<file path="src/rtl/lfsr_pkg.sv">
// lfsr_pkg -- shared definitions for the LFSR burst arbiter/controller.
//   state_t      : controller FSM encoding (IDLE, LOAD, RUN, DONE)
//   LFSR_TAPS    : feedback taps over the internal state q[3:0], where q[i] is stage i
//   GUARD_SEED   : replacement for an all-zero seed (data_out view)
//   rev4()       : maps between the data_out/seed view and the internal stage order
package lfsr_pkg;

    typedef enum logic [1:0] {
        ST_IDLE = 2'd0,
        ST_LOAD = 2'd1,
        ST_RUN  = 2'd2,
        ST_DONE = 2'd3
    } state_t;

    // Feedback into stage 0 is stage 2 xor stage 3 (x^4 + x^3 + 1, maximal length).
    localparam logic [3:0] LFSR_TAPS  = 4'b1100;
    localparam logic [3:0] GUARD_SEED = 4'b0001;

    // Seeds and data_out carry stage 0 in the MSB; the register keeps stage i in bit i.
    function automatic logic [3:0] rev4(input logic [3:0] v);
        return {v[0], v[1], v[2], v[3]};
    endfunction

endpackage

</file>
<file path="src/rtl/rr_arb2.sv">
// rr_arb2 -- two-way round-robin arbiter.
//   clk, rst : clock, asynchronous active-low reset
//   req      : request vector, bit i = requester i
//   update   : the current grant is being taken; advance the priority pointer
//   gnt      : one-hot combinational grant (zero when req is zero)
// After reset requester 0 wins a tie; afterwards the requester not granted last wins.
module rr_arb2 (
    input  logic       clk,
    input  logic       rst,
    input  logic [1:0] req,
    input  logic       update,
    output logic [1:0] gnt
);

    // prefer1 high means requester 1 wins the next tie.
    logic prefer1;

    always_comb begin
        gnt = 2'b00;
        case (req)
            2'b01:   gnt = 2'b01;
            2'b10:   gnt = 2'b10;
            2'b11:   gnt = prefer1 ? 2'b10 : 2'b01;
            default: gnt = 2'b00;
        endcase
    end

    always_ff @(posedge clk or negedge rst) begin
        if (!rst)
            prefer1 <= 1'b0;
        else if (update && (gnt != 2'b00))
            prefer1 <= gnt[0];
    end

endmodule

</file>
<file path="src/rtl/lfsr_arb_ctrl.sv">
// lfsr_arb_ctrl -- arbitrates two burst requesters and streams a 4-bit LFSR
// sequence to the winner, one beat per data_valid/data_ready handshake.
//   clk, rst          : clock, asynchronous active-low reset
//   req[1:0]          : burst requests
//   seed0/1, len0/1   : per-requester seed and burst length, captured at grant
//                       (length 0 means 2^LEN_W beats)
//   gnt[1:0]          : one-hot grant, held from LOAD through DONE
//   data_out[3:0]     : LFSR state, stage 0 in the MSB
//   data_valid        : high in RUN
//   data_ready        : consumer accepts the current beat
//   done              : one-cycle completion pulse
//   busy              : controller not idle
//   seed_fix          : pulses in LOAD when a zero seed was replaced
// Build option: LFSR_ARB_CTRL_ZERO_GUARD_EN replaces a zero seed with GUARD_SEED;
// without it a zero seed streams zeros and seed_fix is tied low.
import lfsr_pkg::*;

module lfsr_arb_ctrl #(
    parameter int LEN_W = 4
) (
    input  logic             clk,
    input  logic             rst,
    input  logic [1:0]       req,
    input  logic [3:0]       seed0,
    input  logic [3:0]       seed1,
    input  logic [LEN_W-1:0] len0,
    input  logic [LEN_W-1:0] len1,
    output logic [1:0]       gnt,
    output logic [3:0]       data_out,
    output logic             data_valid,
    input  logic             data_ready,
    output logic             done,
    output logic             busy,
    output logic             seed_fix
);

    // One extra counter bit so a length of 0 can load the full 2^LEN_W.
    localparam logic [LEN_W:0] CNT_ONE  = {{LEN_W{1'b0}}, 1'b1};
    localparam logic [LEN_W:0] CNT_FULL = {1'b1, {LEN_W{1'b0}}};

    state_t           state, state_nxt;
    logic [1:0]       arb_gnt;
    logic             arb_upd;
    logic [3:0]       seed_c;
    logic [LEN_W-1:0] len_c;
    logic [LEN_W:0]   cnt;
    logic [3:0]       q;
    logic [3:0]       q_nxt;
    logic [3:0]       load_seed;

    rr_arb2 u_arb (
        .clk    (clk),
        .rst    (rst),
        .req    (req),
        .update (arb_upd),
        .gnt    (arb_gnt)
    );

    // Stage 0 takes the tap xor, every other stage shifts up by one.
    assign q_nxt = {q[2:0], ^(q & LFSR_TAPS)};

`ifdef LFSR_ARB_CTRL_ZERO_GUARD_EN
    logic seed_zero;
    assign seed_zero = (seed_c == 4'b0000);
    assign load_seed = seed_zero ? GUARD_SEED : seed_c;
    assign seed_fix  = (state == ST_LOAD) && seed_zero;
`else
    assign load_seed = seed_c;
    assign seed_fix  = 1'b0;
`endif

    assign data_out   = rev4(q);
    assign data_valid = (state == ST_RUN);
    assign done       = (state == ST_DONE);
    assign busy       = (state != ST_IDLE);

    always_ff @(posedge clk or negedge rst) begin
        if (!rst)
            state <= ST_IDLE;
        else
            state <= state_nxt;
    end

    always_comb begin
        state_nxt = state;
        arb_upd   = 1'b0;
        case (state)
            ST_IDLE: begin
                if (req != 2'b00) begin
                    arb_upd   = 1'b1;
                    state_nxt = ST_LOAD;
                end
            end
            ST_LOAD: state_nxt = ST_RUN;
            ST_RUN: begin
                if (data_ready && (cnt == CNT_ONE))
                    state_nxt = ST_DONE;
            end
            ST_DONE: state_nxt = ST_IDLE;
            default: state_nxt = ST_IDLE;
        endcase
    end

    always_ff @(posedge clk or negedge rst) begin
        if (!rst) begin
            gnt    <= 2'b00;
            seed_c <= 4'b0000;
            len_c  <= '0;
            cnt    <= '0;
            q      <= 4'b0000;
        end else begin
            case (state)
                ST_IDLE: begin
                    if (req != 2'b00) begin
                        gnt    <= arb_gnt;
                        seed_c <= arb_gnt[1] ? seed1 : seed0;
                        len_c  <= arb_gnt[1] ? len1  : len0;
                    end
                end
                ST_LOAD: begin
                    q   <= rev4(load_seed);
                    cnt <= (len_c == '0) ? CNT_FULL : {1'b0, len_c};
                end
                ST_RUN: begin
                    if (data_ready) begin
                        q   <= q_nxt;
                        cnt <= cnt - CNT_ONE;
                    end
                end
                ST_DONE: gnt <= 2'b00;
                default: gnt <= 2'b00;
            endcase
        end
    end

endmodule

</file>
<file path="config.mk">
export PLATFORM = sky130hd
export DESIGN_NAME = lfsr_arb_ctrl
export DESIGN_NICKNAME = d
export VERILOG_FILES = /design/src/rtl/lfsr_pkg.sv /design/src/rtl/rr_arb2.sv /design/src/rtl/lfsr_arb_ctrl.sv
export SDC_FILE = /design/constraint.sdc
export NUM_CORES = 1
export LEC_CHECK = 0
export CAP_MARGIN = 20
export CELL_PAD_IN_SITES_DETAIL_PLACEMENT = 1
export CELL_PAD_IN_SITES_GLOBAL_PLACEMENT = 1
export CORE_ASPECT_RATIO = 0.8
export CORE_MARGIN = 1
export CORE_UTILIZATION = 33
export CTS_CLUSTER_DIAMETER = 100
export CTS_CLUSTER_SIZE = 30
export DETAILED_ROUTE_END_ITERATION = 7
export PLACE_DENSITY_LB_ADDON = 0.1
export SKIP_CTS_REPAIR_TIMING = 1
export SLEW_MARGIN = 20
export SYNTH_ARGS = -nofsm -noshare
export SYNTH_HDL_FRONTEND = slang
export SYNTH_HIERARCHICAL = 1
export SYNTH_SLANG_ARGS = --single-unit
</file>
<file path="constraint.sdc">
create_clock -name clk -period 1.4 [get_ports clk]
set_input_delay 0.42 -clock clk [delete_from_list [all_inputs] [get_ports clk]]
set_output_delay 0.42 -clock clk [all_outputs]
set_load 0.03 [all_outputs]
</file>
; ---- Word level (Yosys, flattened, before mapping)
; Index checks and enable logic that the tools add are counted.
[classes]
addsub = 1
n_eq_ne = 10
muxes = 16
n_reduce_logical = 14
[op_table]
columns = cell, n
row1 = $mux W4, 3
row2 = $mux W5, 2
row3 = $pmux W5 S2, 1
row4 = $reduce_bool A2 Y1, 5
row5 = $eq A2 B2 Y1 const B, 4
row6 = $mux W2, 4
row7 = $pmux W2 S4, 1
row8 = $pmux W4 S2, 1
row9 = $reduce_and A2 Y1, 4
row10 = $pmux W2 S3, 1
row11 = $eq A5 B1 Y1 const B, 1
row12 = $sub A5 B1 Y5 const B, 1
row13 = $eq A2 B1 Y1 const B, 2
row14 = $logic_not A4 Y1, 1
row15 = $ne A2 B1 Y1 const B, 2
row16 = $pmux W2 S2, 1
row17 = $reduce_xor A4 Y1, 1
row18 = $logic_and A1 B1 Y1, 2
row19 = $logic_not A2 Y1, 1
row20 = $mux W1, 2
row21 = $ne A2 B2 Y1 const B, 1
[word_totals]
regBits = 22
input_bits = 21
elab_cells = 48

; ---- Longest topological paths before layout
; Gate-level depths: netlist of run 1.
[logic_depth]
ltp_word = 4
depth_mapped = 7
depth_no_buf = 6

; ---- Cells and area by module
; The synthesis of run 1 kept the hierarchy.
[modules_own_cells]
columns = module, instances, cells_per_inst, area_each_um2
row1 = lfsr_arb_ctrl, 1, 123, 1198.6
row2 = rr_arb2, 1, 6, 55.1

; ---- Least setup slack after synthesis of run 1
; Ideal clock, no wire load.
[synth_timing]
path_type = register to register
startpoint = register state[0]
endpoint = register cnt[1]
setup_time_ps = 128
t_arrival_ps = 1598
path_slack_ps = -325
path_stages_with_launch = 7
n_path_buf = 2
cell_sequence = dfrtp_1 > inv_1 > ha_1 > buf_4 > mux2i_1 > buf_2 > o21ai_0
[synth_between]
elab_chain_len = 3
elab_cells_between_ends = 6
cone_classes = eq/ne (3) / mux (1) / reduce/logical (2)
[synth_lines]
columns = item, line_no
row1 = from (decl), lfsr_arb_ctrl.sv:41  ; state_t state, state_nxt;
row2 = from (signal assigned), lfsr_arb_ctrl.sv:81  ; state <= state_nxt;
row3 = $eq A2 B2 Y1 *, -
row4 = named net data_valid, lfsr_arb_ctrl.sv:30  ; output logic data_valid,
row5 = $ne A2 B1 Y1 (no line) / $reduce_bool A2 Y1 (equally long branches), -
row6 = $reduce_and A2 Y1 (no line), -
row7 = to (signal assigned), lfsr_arb_ctrl.sv:122  ; cnt <= (len_c == '0) ? CNT_FULL : {1'b0, len_c};
row8 = to (signal assigned), lfsr_arb_ctrl.sv:127  ; cnt <= cnt - CNT_ONE;
row9 = to (decl), lfsr_arb_ctrl.sv:46  ; logic [LEN_W:0] cnt;
; The timed path passes the listed nets; every way through them passes the cells marked *.
; A chain may end at the register's enable or synchronous reset.

; ---- Final worst setup path of run 1
[layout_timing]
startpoint = register state[1]
endpoint = output data_valid
[layout_between]
elab_chain_len = 1
[layout_lines]
columns = item, line_no
row1 = $eq A2 B2 Y1, lfsr_arb_ctrl.sv:73  ; assign data_valid = (state == ST_RUN);
row2 = to (decl), lfsr_arb_ctrl.sv:30
; Every way passes these cells.

==> run summary, run 1 <==
STATUS
-------------------------------------------------------------------------------------------------
Status                                                                               complete, but fails checks
Violated checks                                                                      negative setup slack

FINISH
-------------------------------------------------------------------------------------------------
Number of filler cells placed in the layout                                                   403
Final nets                                                                                    209
Register area                                                                            551 um^2
Layout Area Growth over Synthesis                                                           52.3%
Final cell count without fillers                                                              221
Number of antenna cells inserted                                                                0
Post-route cell area                                                                    1910 um^2
Area of the multi-input gates                                                            729 um^2
Fraction of final layout cells with drive strength greater than 1                           0.285

DIE
-------------------------------------------------------------------------------------------------
Initial core utilization                                                                    0.356
Die Ht                                                                                    57.1 um
Ports                                                                                          31
Horiz. Die Dim                                                                            70.9 um
Die outline area                                                                        4050 um^2
# rows                                                                                         19
Core Footprint                                                                          3520 um^2

TIMING
-------------------------------------------------------------------------------------------------
Hold Vio Cnt, Final                                                                             0
Final setup skew                                                                        0.0104 ns
Unrepaired setup endpoints after global routing                                              true
Setup ws final                                                                          -0.185 ns
Final number of setup-violating endpoints                                                      11
Final min period                                                                          1.59 ns
Period utilization                                                                           1.13
Maximum frequency from static timing analysis                                             631 MHz
Number of pins exceeding their max-slew limit in the final report                               0

WORST SETUP PATH
-------------------------------------------------------------------------------------------------
Capturing element type of the critical path                                            output pin
Reg2Reg Setup Slack                                                                      -0.17 ns
Arrival time of data at the critical path endpoint                                        1.17 ns
Crit path kind                                                                       flip-flop to output pin
R2R cell count                                                                                  5
Largest driver fanout on the critical path                                                      6
Data required time at the worst endpoint                                                  0.98 ns
RR Startpoint                                                                        state[1]$_DFFE_PN0P_
Kind of start point of the critical path                                                flip-flop
RR Endpoint                                                                          state[1]$_DFFE_PN0P_

CLOCKING
-------------------------------------------------------------------------------------------------
Reg clk slew, reported paths                                                              0.08 ns
TritonCTS clock tree                                                                          yes
Root buffer cell                                                                         clkbuf_8
H-tree depth reported by CTS                                                                    1
Sink count of the clock tree                                                                   22
Number of buffers on the longest clock path                                                     2
Clock insertion delay at the later pin of the skew report                                 0.27 ns
Number of buffers created by CTS                                                                3

ROUTE
-------------------------------------------------------------------------------------------------
Number of iterations in the first detailed-routing pass                                         4
Violation count after the first detailed-routing iteration                                     50
Final antenna-violating net count                                                               0
Met3 WL                                                                                    118 um
Highest metal layer used by the detailed router                                              met4
Length of routed wiring on met1                                                           1.68 mm
Total Routed Length                                                                       3.31 mm
Routed length on met2                                                                     1.49 mm
Remaining design rule violation count                                                           0
Routed wire length per instance                                                           15.0 um
Overall via count from detail_route                                                          1139
Via density per instance                                                                     5.15

PWR
-------------------------------------------------------------------------------------------------
Peak supply drop                                                                       0.000781 V
Power Density                                                                        2230 nW/um^2
Relative contribution of sequential cells to total power                                    0.292
Total internal power                                                                      2450 uW
Power dissipated by switching net loads                                                   1810 uW
Switching share of power                                                                    0.425
Share of total power in combinational logic                                                 0.614
Leakage power                                                                         0.000894 uW
Clk network pwr share                                                                       0.095

SYNTH
-------------------------------------------------------------------------------------------------
Most frequent cells after synthesis                                                  22 x dfrtp_1, 18 x nand2_1, 15 x o21ai_0
Share of synthesized registers carrying an async set or reset                                1.00
Top flip-flop cell by instance count after synthesis                                      dfrtp_1
Synth top area cells                                                                 dfrtp_1 44%, mux2i_1 11%, ha_1 7.0%
Syn Nets                                                                                      157
Average instance area after synthesis                                                   9.72 um^2
Most repeated cell in the gate-level netlist after synthesis                              dfrtp_1
Number of flip-flops and latches in the synthesized netlist                                    22
Yosys warns                                                                                     6
Number of distinct library cell variants in the gate-level netlist after synthesis             34
Library cell with the largest summed area after synthesis                                 dfrtp_1
Combined area of all synthesized cells                                                  1250 um^2
Top-area cell type share of the netlist area                                                0.439
Cell count after synthesis                                                                    129
Proportion of synthesized chip area in sequential cells                                     0.439
Number of enable-type register cells in the synthesized netlist                                 0

RUN
-------------------------------------------------------------------------------------------------
Count of maximum capacitance violations                                                         0

GLOBAL ROUTE
-------------------------------------------------------------------------------------------------
Largest net degree at the start of global routing                                              23
First-pass GRT wire length                                                                5.64 mm
GR Util All Layers                                                                          0.176
Number of global-route vias before repair                                                    1213
Antenna violations before repair                                                                0
Sum of overflow across all layers after global routing                                          0

PLACEMENT
-------------------------------------------------------------------------------------------------
Buffers added on ports                                                                         29
Instance area at placement                                                              1730 um^2
DP Cell Count                                                                                 213
Half-perimeter wire length after placement                                                2.52 mm
Final GP Congestion                                                                         0.771

WORST HOLD PATH
-------------------------------------------------------------------------------------------------
Min-delay worst type                                                                 input port to async pin

-- power by group through the flow --
stage | registers (uW) | logic, uW | clock network, uW
4_1_cts | 1220 | 2270 | 413
2_1_floorplan | 1300 | 1330 | 0
3_5_place_dp | 1230 | 2250 | 0
6_report | 1240 | 2610 | 402
3_3_place_gp | 1200 | 2160 | 0
5_1_grt | 1290 | 2860 | 435
-- worst max path at each step --
stage	from	slack [ns]	to
global route	state[1]$_DFFE_PN0P_	-0.22	done
detailed placement	req[1]	-0.53	state[1]$_DFFE_PN0P_
CTS	state[1]$_DFFE_PN0P_	-0.34	busy
finish	state[1]$_DFFE_PN0P_	-0.19	data_valid
floorplan	state[1]$_DFFE_PN0P_	-0.04	state[1]$_DFFE_PN0P_
global placement	req[1]	-0.47	state[1]$_DFFE_PN0P_
-- metrics by stage --
stage / TNS, ns / setup slack (ns) / total power, uW / utilization / hold slack (ns)
floorplan: -0.232 / -0.0388 / 2630 / - / 0.124
global placement: -6.74 / -0.470 / 3370 / 0.491 / 0.468
detailed placement: -7.69 / -0.527 / 3480 / 0.491 / 0.493
CTS: -3.04 / -0.340 / 3900 / 0.503 / 0.496
global route: -1.85 / -0.219 / 4580 / 0.543 / 0.512
finish: -1.06 / -0.185 / 4250 / 0.543 / 0.489
-- cell families after synthesis --
group,Yosys count,share of synthesized area
AO/OA/AOI/OAI,37,0.189
AND/OR/NAND/NOR,31,0.117
flip-flops,22,0.439
multiplexers,15,0.121
buffers and inverters,15,0.0549
adder cells (fa/ha/maj),7,0.0699
other,1,0.00299
XOR/XNOR,1,0.00699
-- registers in the layout, summed over array words and instances (netlist names) --
register,count
cnt,5
gnt,2
len_c,4
load_seed,4
q,4
state,2
u_arb/prefer1,1
-- layout make-up --
cell class,instances,share of cell area
repair buffers,53,0.261
inverters,9,0.0190
flip-flops and latches,22,0.288
clock buffers,3,0.0216
multi-input cells,92,0.382
well taps,42,0.0275
-- per-layer routing --
| layer | track usage | vias to the layer above |
|---|---|---|
| met5 | 0 | - |
| met4 | 0.0257 | 0 |
| met3 | 0.0371 | 4 |
| met2 | 0.299 | 21 |
| met1 | 0.239 | 563 |
| li1 | - | 551 |
-- critical path: stages, from the launching register on --
cell	delay, ns
dfrtp_1	0.42
buf_4	0.16
ha_4	0.18
buf_6	0.14
-- cell usage in the layout, fill, tap and decap left out, drive strengths merged, types with 3 or more instances in the layout --
master / instances
nand2: 18
ha: 7
o21ai: 16
a21oi: 5
buf: 33
dfrtp: 22
nor2: 4
clkdlybuf4s50: 17
inv: 9
mux2i: 14
clkbuf: 3
dlymetal6s2s: 3
Note: power is estimated with default switching activity, not from simulation.
==> inputs of run 2 (changes only) <==
--- a/config.mk
+++ b/config.mk
@@ -10,11 +10,12 @@
 export CELL_PAD_IN_SITES_GLOBAL_PLACEMENT = 1
 export CORE_ASPECT_RATIO = 0.8
 export CORE_MARGIN = 1
-export CORE_UTILIZATION = 33
+export CORE_UTILIZATION = 42
 export CTS_CLUSTER_DIAMETER = 100
 export CTS_CLUSTER_SIZE = 30
 export DETAILED_ROUTE_END_ITERATION = 7
-export PLACE_DENSITY_LB_ADDON = 0.1
+export DONT_BUFFER_PORTS = 1
+export PLACE_DENSITY_LB_ADDON = 0.12
 export SKIP_CTS_REPAIR_TIMING = 1
 export SLEW_MARGIN = 20
 export SYNTH_ARGS = -nofsm -noshare
==> run 2 against run 1 <==
Net effect: the run still ends with negative setup slack left; clock skew shrank 0.0082 ns; combinational power is 13% lower; worst hold slack got worse by 0.25 ns; critical path depth increased by 2; power decreased by 3.4%; largest power group unchanged; die area down 21%; sequential power is 11% higher; final area shrank 15%; critical endpoint is now state[1]$_DFFE_PN0P_; non-clock buffer count decreased by 30.
==> run summary, run 2 (synthesis results as in run 1) <==
STATUS
--------------------------------------------------------------------------------
Status                                                              complete, but fails checks
Violated checks                                                     negative setup slack

CLOCKING
--------------------------------------------------------------------------------
Number of buffers on the longest clock path                                    2   unchanged
Number of buffers created by CTS                                               3   unchanged
Sink count of the clock tree                                                  22   unchanged
Reg clk slew, reported paths                                             0.08 ns   about the same
Clock insertion delay at the later pin of the skew report                0.27 ns   about the same
Root buffer cell                                                        clkbuf_8
TritonCTS clock tree                                                         yes
H-tree depth reported by CTS                                                   1   unchanged

FINISH
--------------------------------------------------------------------------------
Fraction of final layout cells with drive strength greater than 1          0.273   -0.0116
Most common cell after layout, fill and taps aside                       dfrtp_1
Post-route cell area                                                   1620 um^2   -15%
Final nets                                                                   179   -14%
Number of antenna cells inserted                                               0   unchanged
Final cell count without fillers                                             188   -15%
Layout Area Growth over Synthesis                                          28.9%
Most used cells in the layout excluding fill and tap cells          21 x dfrtp_1, 18 x nand2_1, 16 x buf_4
Top register by number of flip-flops                                         cnt
Max reg flops                                                                  5   unchanged

WORST SETUP PATH
--------------------------------------------------------------------------------
Reg2Reg Setup Slack                                                     -0.19 ns   -0.02 ns
R2R cell count                                                                 5   unchanged
Kind of start point of the critical path                               flip-flop
RR Startpoint                                                       state[1]$_DFFE_PN0P_
Arrival time of data at the critical path endpoint                       1.75 ns   +0.58 ns
Largest stage delay on the critical path                                 0.45 ns   +0.03 ns
Largest driver fanout on the critical path                                     7   +1
Worst Setup SP                                                      state[1]$_DFFE_PN0P_
CP Buf/Inv Count                                                               1   -1
RR Endpoint                                                         state[1]$_DFFE_PN0P_
Crit path cell chain                                                buf_6, ha_4, o21a_1, a221o_1, mux2_4
Slowest stage cell, crit path                                            dfrtp_2
Data required time at the worst endpoint                                 1.56 ns   +0.58 ns
Crit path kind                                                      flip-flop to flip-flop
Capturing element type of the critical path                            flip-flop
Kind of cell adding the most delay to the critical path               flip-flops

PLACEMENT
--------------------------------------------------------------------------------
DP Cell Count                                                                178   -16%
Final GP Congestion                                                        0.734   -4.8%
Instance area at placement                                             1430 um^2   -17%
Half-perimeter wire length after placement                               2.21 mm   -12%
Buffers added on ports                                                         0   -100%

GLOBAL ROUTE
--------------------------------------------------------------------------------
First-pass GRT wire length                                               4.66 mm   -17%
GR Util All Layers                                                         0.196   +0.0196
Antenna violations before repair                                               0   unchanged
Sum of overflow across all layers after global routing                         0   unchanged
Largest net degree at the start of global routing                             23   unchanged
Number of global-route vias before repair                                    960   -21%

TIMING
--------------------------------------------------------------------------------
Setup ws final                                                         -0.193 ns   -0.00784 ns
Unrepaired setup endpoints after global routing                             true
Hold Vio Cnt, Final                                                            0   unchanged
Final number of setup-violating endpoints                                     10   -1
Final setup skew                                                      0.00218 ns   -0.00818 ns
Setup Total Neg Slack                                                  -0.986 ns   +0.0738 ns
Number of pins exceeding their max-slew limit in the final report              0   unchanged
Final min period                                                         1.59 ns   +0.00784 ns
Period utilization                                                          1.14   +0.00560
Maximum frequency from static timing analysis                            628 MHz   -0.49%

DIE
--------------------------------------------------------------------------------
Horiz. Die Dim                                                           63.1 um   -11%
Initial core utilization                                                   0.450   +0.0936
Die Ht                                                                   50.9 um   -11%
Die outline area                                                       3210 um^2   -21%
Core Footprint                                                         2790 um^2   -21%
Ports                                                                         31   unchanged
# rows                                                                        17   -2

WORST HOLD PATH
--------------------------------------------------------------------------------
Worst hold endpoint                                                 u_arb/prefer1$_DFFE_PN0P_
Hold Crit Depth                                                                1
Launch instance of the worst min-delay path                               req[1]
Min-delay worst type                                                input port to flip-flop

ROUTE
--------------------------------------------------------------------------------
Overall via count from detail_route                                         1046   -8.2%
Violation count after the first detailed-routing iteration                    25   -50%
Routed wire length per instance                                          17.3 um   +16%
Number of iterations in the first detailed-routing pass                        4   unchanged
Via density per instance                                                    5.56   +8.0%
Total Routed Length                                                      3.26 mm   -1.7%
Final antenna-violating net count                                              0   unchanged
Remaining design rule violation count                                          0   unchanged

RUN
--------------------------------------------------------------------------------
Count of maximum capacitance violations                                        0   unchanged

PWR
--------------------------------------------------------------------------------
Peak supply drop                                                       0.00101 V   +29%
Total power                                                              4110 uW   -3.4%
Leakage power                                                        0.000726 uW   -19%
Power Density                                                       2540 nW/um^2   +14%

## run 2: cell count changes in the layout (fill, tap and decap cells not counted), sizes merged
| cell | before | now |
|---|---|---|
| clkinvlp | 0 | 1 |
| clkdlybuf4s50 | 17 | 0 |
| buf | 33 | 22 |
| clkbuf | 3 | 4 |
| inv | 9 | 8 |
| dlymetal6s2s | 3 | 0 |
| dlygate4sd3 | 0 | 1 |
## run 2: worst max path at each step
stage	cells past startpoint	to	slack, ns
floorplan	4	state[1]$_DFFE_PN0P_	-0.04
global placement	4	state[1]$_DFFE_PN0P_	-0.04
detailed placement	4	state[1]$_DFFE_PN0P_	-0.11
CTS	3	busy	-0.30
global route	3	busy	-0.24
finish	5	state[1]$_DFFE_PN0P_	-0.19
## run 2: stage by stage
step | utilization | hold slack [ns] | setup WS, ns
2_1_floorplan | - | 0.124 | -0.0388
3_3_place_gp | 0.512 | 0.125 | -0.0422
3_5_place_dp | 0.512 | 0.125 | -0.107
4_1_cts | 0.532 | -0.170 | -0.297
5_1_grt | 0.580 | 0.248 | -0.238
6_report | 0.580 | 0.239 | -0.193
## run 2: worst reg2reg max path: stages, from the launching register on
cell	delay (ns)
dfrtp_2	0.45
buf_6	0.13
ha_4	0.18
o21a_1	0.11
a221o_1	0.31
mux2_4	0.31
## run 2: per-layer routing
| metal | GRT usage | vias to the layer above | wire length, um |
|---|---|---|---|
| met5 | 0 | - | 0 |
| met4 | 0.0698 | 0 | 56 |
| met3 | 0.0446 | 6 | 110 |
| met2 | 0.308 | 29 | 1500 |
| met1 | 0.265 | 517 | 1590 |
| li1 | - | 494 | - |
## run 2: area by class of cell
type                       instances  area (um^2)
sequential                        22          552
multi-input combinational         92          707
tap                               38         47.5
timing repair buffer              23          215
fill                             306         1170
clock buffer                       4         55.1
inverter                           9         40.0
## run 2: report_power, final
group / leakage, uW / switching [uW] / internal, uW
Combinational: 0.000431 / 1140 / 1120
Clock: 0.0000288 / 220 / 251
Sequential: 0.000267 / 435 / 945
==> inputs of run 3 (changes only) <==
--- a/config.mk
+++ b/config.mk
@@ -5,12 +5,11 @@
 export SDC_FILE = /design/constraint.sdc
 export NUM_CORES = 1
 export LEC_CHECK = 0
-export CAP_MARGIN = 20
 export CELL_PAD_IN_SITES_DETAIL_PLACEMENT = 1
 export CELL_PAD_IN_SITES_GLOBAL_PLACEMENT = 1
 export CORE_ASPECT_RATIO = 0.8
 export CORE_MARGIN = 1
-export CORE_UTILIZATION = 42
+export CORE_UTILIZATION = 30
 export CTS_CLUSTER_DIAMETER = 100
 export CTS_CLUSTER_SIZE = 30
 export DETAILED_ROUTE_END_ITERATION = 7
==> run 3 against run 2 <==
Net effect: the flow still finishes with violations (negative setup slack); power shrank 1.2%; clock power rose by 25%; largest power group unchanged; final area is 0.62% higher; cell count rose by 9.0%; critical path depth fell by 2; non-clock buffer count unchanged.
==> run summary, run 3 (synthesis results as in run 1) <==
STATUS
--------------------------------------------------------------------------------
Status                                                              complete, but fails checks
Violated checks                                                     negative setup slack

ROUTE
--------------------------------------------------------------------------------
Remaining design rule violation count                                          0   unchanged
Via density per instance                                                    4.78   -14%
Routed wire length per instance                                          14.9 um   -14%
Number of iterations in the first detailed-routing pass                        4   unchanged
Final antenna-violating net count                                              0   unchanged
Violation count after the first detailed-routing iteration                    25   unchanged
Total Routed Length                                                      3.05 mm   -6.2%
Overall via count from detail_route                                          980   -6.3%

WORST SETUP PATH
--------------------------------------------------------------------------------
Slowest stage cell, crit path                                            dfrtp_2
Reg2Reg Setup Slack                                                     -0.14 ns   +0.05 ns
Crit path cell chain                                                inv_2, ha_4, clkinvlp_4
Kind of start point of the critical path                               flip-flop
Largest driver fanout on the critical path                                     5   -2
Arrival time of data at the critical path endpoint                       1.18 ns   -0.57 ns
Largest stage delay on the critical path                                 0.46 ns   about the same
Data required time at the worst endpoint                                 0.98 ns   -0.58 ns
Capturing element type of the critical path                           output pin
Kind of cell adding the most delay to the critical path               flip-flops
CP Buf/Inv Count                                                               2   +1
Crit path kind                                                      flip-flop to output pin

TIMING
--------------------------------------------------------------------------------
Unrepaired setup endpoints after global routing                             true
Final min period                                                         1.60 ns   +0.00406 ns
Number of pins exceeding their max-slew limit in the final report              0   unchanged
Final setup skew                                                      0.00365 ns   +0.00147 ns
Setup ws final                                                         -0.197 ns   -0.00406 ns
Maximum frequency from static timing analysis                            626 MHz   -0.25%
Period utilization                                                          1.14   +0.00290
Final number of setup-violating endpoints                                      7   -3
Hold Vio Cnt, Final                                                            0   unchanged

FINISH
--------------------------------------------------------------------------------
Most common cell after layout, fill and taps aside                       dfrtp_1
Number of antenna cells inserted                                               0   unchanged
Final nets                                                                   179   unchanged
Max reg flops                                                                  5   unchanged
Most used cells in the layout excluding fill and tap cells          21 x dfrtp_1, 18 x nand2_1, 18 x buf_4
Top register by number of flip-flops                                         cnt
Layout Area Growth over Synthesis                                          29.7%
Final design utilization                                                   0.417   -0.163
Fraction of final layout cells with drive strength greater than 1          0.273   unchanged
Final cell count without fillers                                             205   +9.0%
Number of filler cells placed in the layout                                  453   +48%

PWR
--------------------------------------------------------------------------------
Relative contribution of sequential cells to total power                   0.336   about the same
Total internal power                                                     2360 uW   +2.0%
Leakage power                                                        0.000720 uW   -0.92%
Peak supply drop                                                      0.000909 V   -10%
Clk network pwr share                                                      0.145   +0.030
Switching share of power                                                   0.418   -0.0183
Power dissipated by switching net loads                                  1700 uW   -5.3%
Power Density                                                       2500 nW/um^2   -1.8%
Total power                                                              4060 uW   -1.2%
Share of total power in combinational logic                                0.519   -0.030

CLOCKING
--------------------------------------------------------------------------------
Number of buffers on the longest clock path                                    2   unchanged
TritonCTS clock tree                                                         yes
H-tree depth reported by CTS                                                   1   unchanged
Root buffer cell                                                        clkbuf_8
Sink count of the clock tree                                                  22   unchanged
Number of buffers created by CTS                                               3   unchanged
Reg clk slew, reported paths                                             0.08 ns   about the same
Clock insertion delay at the later pin of the skew report                0.26 ns   about the same

DIE
--------------------------------------------------------------------------------
# rows                                                                        20   +3
Horiz. Die Dim                                                           74.3 um   +18%
Die Ht                                                                   59.8 um   +18%
Initial core utilization                                                   0.321   -0.129
Die outline area                                                       4440 um^2   +38%
Core Footprint                                                         3900 um^2   +40%
Ports                                                                         31   unchanged

GLOBAL ROUTE
--------------------------------------------------------------------------------
GR Util All Layers                                                         0.149   -0.0468
Number of global-route vias before repair                                   1010   +5.2%
Antenna violations before repair                                               0   unchanged
Largest net degree at the start of global routing                             23   unchanged
Sum of overflow across all layers after global routing                         0   unchanged
First-pass GRT wire length                                               4.90 mm   +5.2%

PLACEMENT
--------------------------------------------------------------------------------
Final GP Congestion                                                        0.742   +1.0%
Buffers added on ports                                                         0   unchanged
Half-perimeter wire length after placement                               2.26 mm   +1.9%
DP Cell Count                                                                195   +9.6%

RUN
--------------------------------------------------------------------------------
Count of maximum capacitance violations                                        0   unchanged

WORST HOLD PATH
--------------------------------------------------------------------------------
Min-delay worst type                                                input port to flip-flop

-- run 3: final cells by class --
class	count	area [um^2]	share of cell area
clock buffer	3	41.3	0.0254
clock inverter	1	30.0	0.0185
inverter	9	37.5	0.0231
multi-input combinational	92	698	0.429
sequential	22	552	0.339
tap	55	68.8	0.0423
timing repair buffer	23	199	0.122
-- run 3: path summary, 6_finish.rpt --
path                                                from                        end  cells past startpoint
worst max-delay path                state[1]$_DFFE_PN0P_                       busy                      3
worst min-delay path                              req[1]  u_arb/prefer1$_DFFE_PN0P_                      1
worst max register to register      state[1]$_DFFE_PN0P_       state[1]$_DFFE_PN0P_                      4
worst min register to register  load_seed[3]$_DFFE_PN0P_   load_seed[3]$_DFFE_PN0P_                      2
max in group asynchronous                            rst       state[1]$_DFFE_PN0P_                      2
min in group asynchronous                            rst  u_arb/prefer1$_DFFE_PN0P_                      2
-- run 3: power groups by stage --
stage	combinational, uW	clock, uW	sequential (uW)
after detailed placement	1830	0	1370
after floorplan	1330	0	1300
after global routing	2360	634	1420
after CTS	1850	610	1360
after global placement	1750	0	1360
final	2110	589	1370
-- run 3: layer usage --
metal / part of all wire / global-route usage / vias to the layer above
li1: - / - / 493
met1: 0.50 / 0.217 / 464
met2: 0.45 / 0.223 / 21
met3: 0.046 / 0.0320 / 2
met4: 0.0052 / 0.0404 / 0
met5: 0 / 0 / -
-- run 3: metrics by stage --
step / setup slack [ns] / hold WS [ns] / TNS (ns) / cell area (um^2)
global placement: -0.0646 / 0.125 / -0.0646 / 1440
CTS: -0.304 / -0.168 / -1.15 / 1510
floorplan: -0.0388 / 0.124 / -0.232 / 1280
global route: -0.242 / 0.237 / -1.27 / 1630
finish: -0.197 / 0.244 / -0.775 / 1630
detailed placement: -0.131 / 0.125 / -0.308 / 1440
-- run 3: worst register-to-register path: stages (launching register included) --
cell and delay (ns):
dfrtp_2 0.46, ha_4 0.21, o21a_1 0.11, a221o_1 0.30, mux2_1 0.34
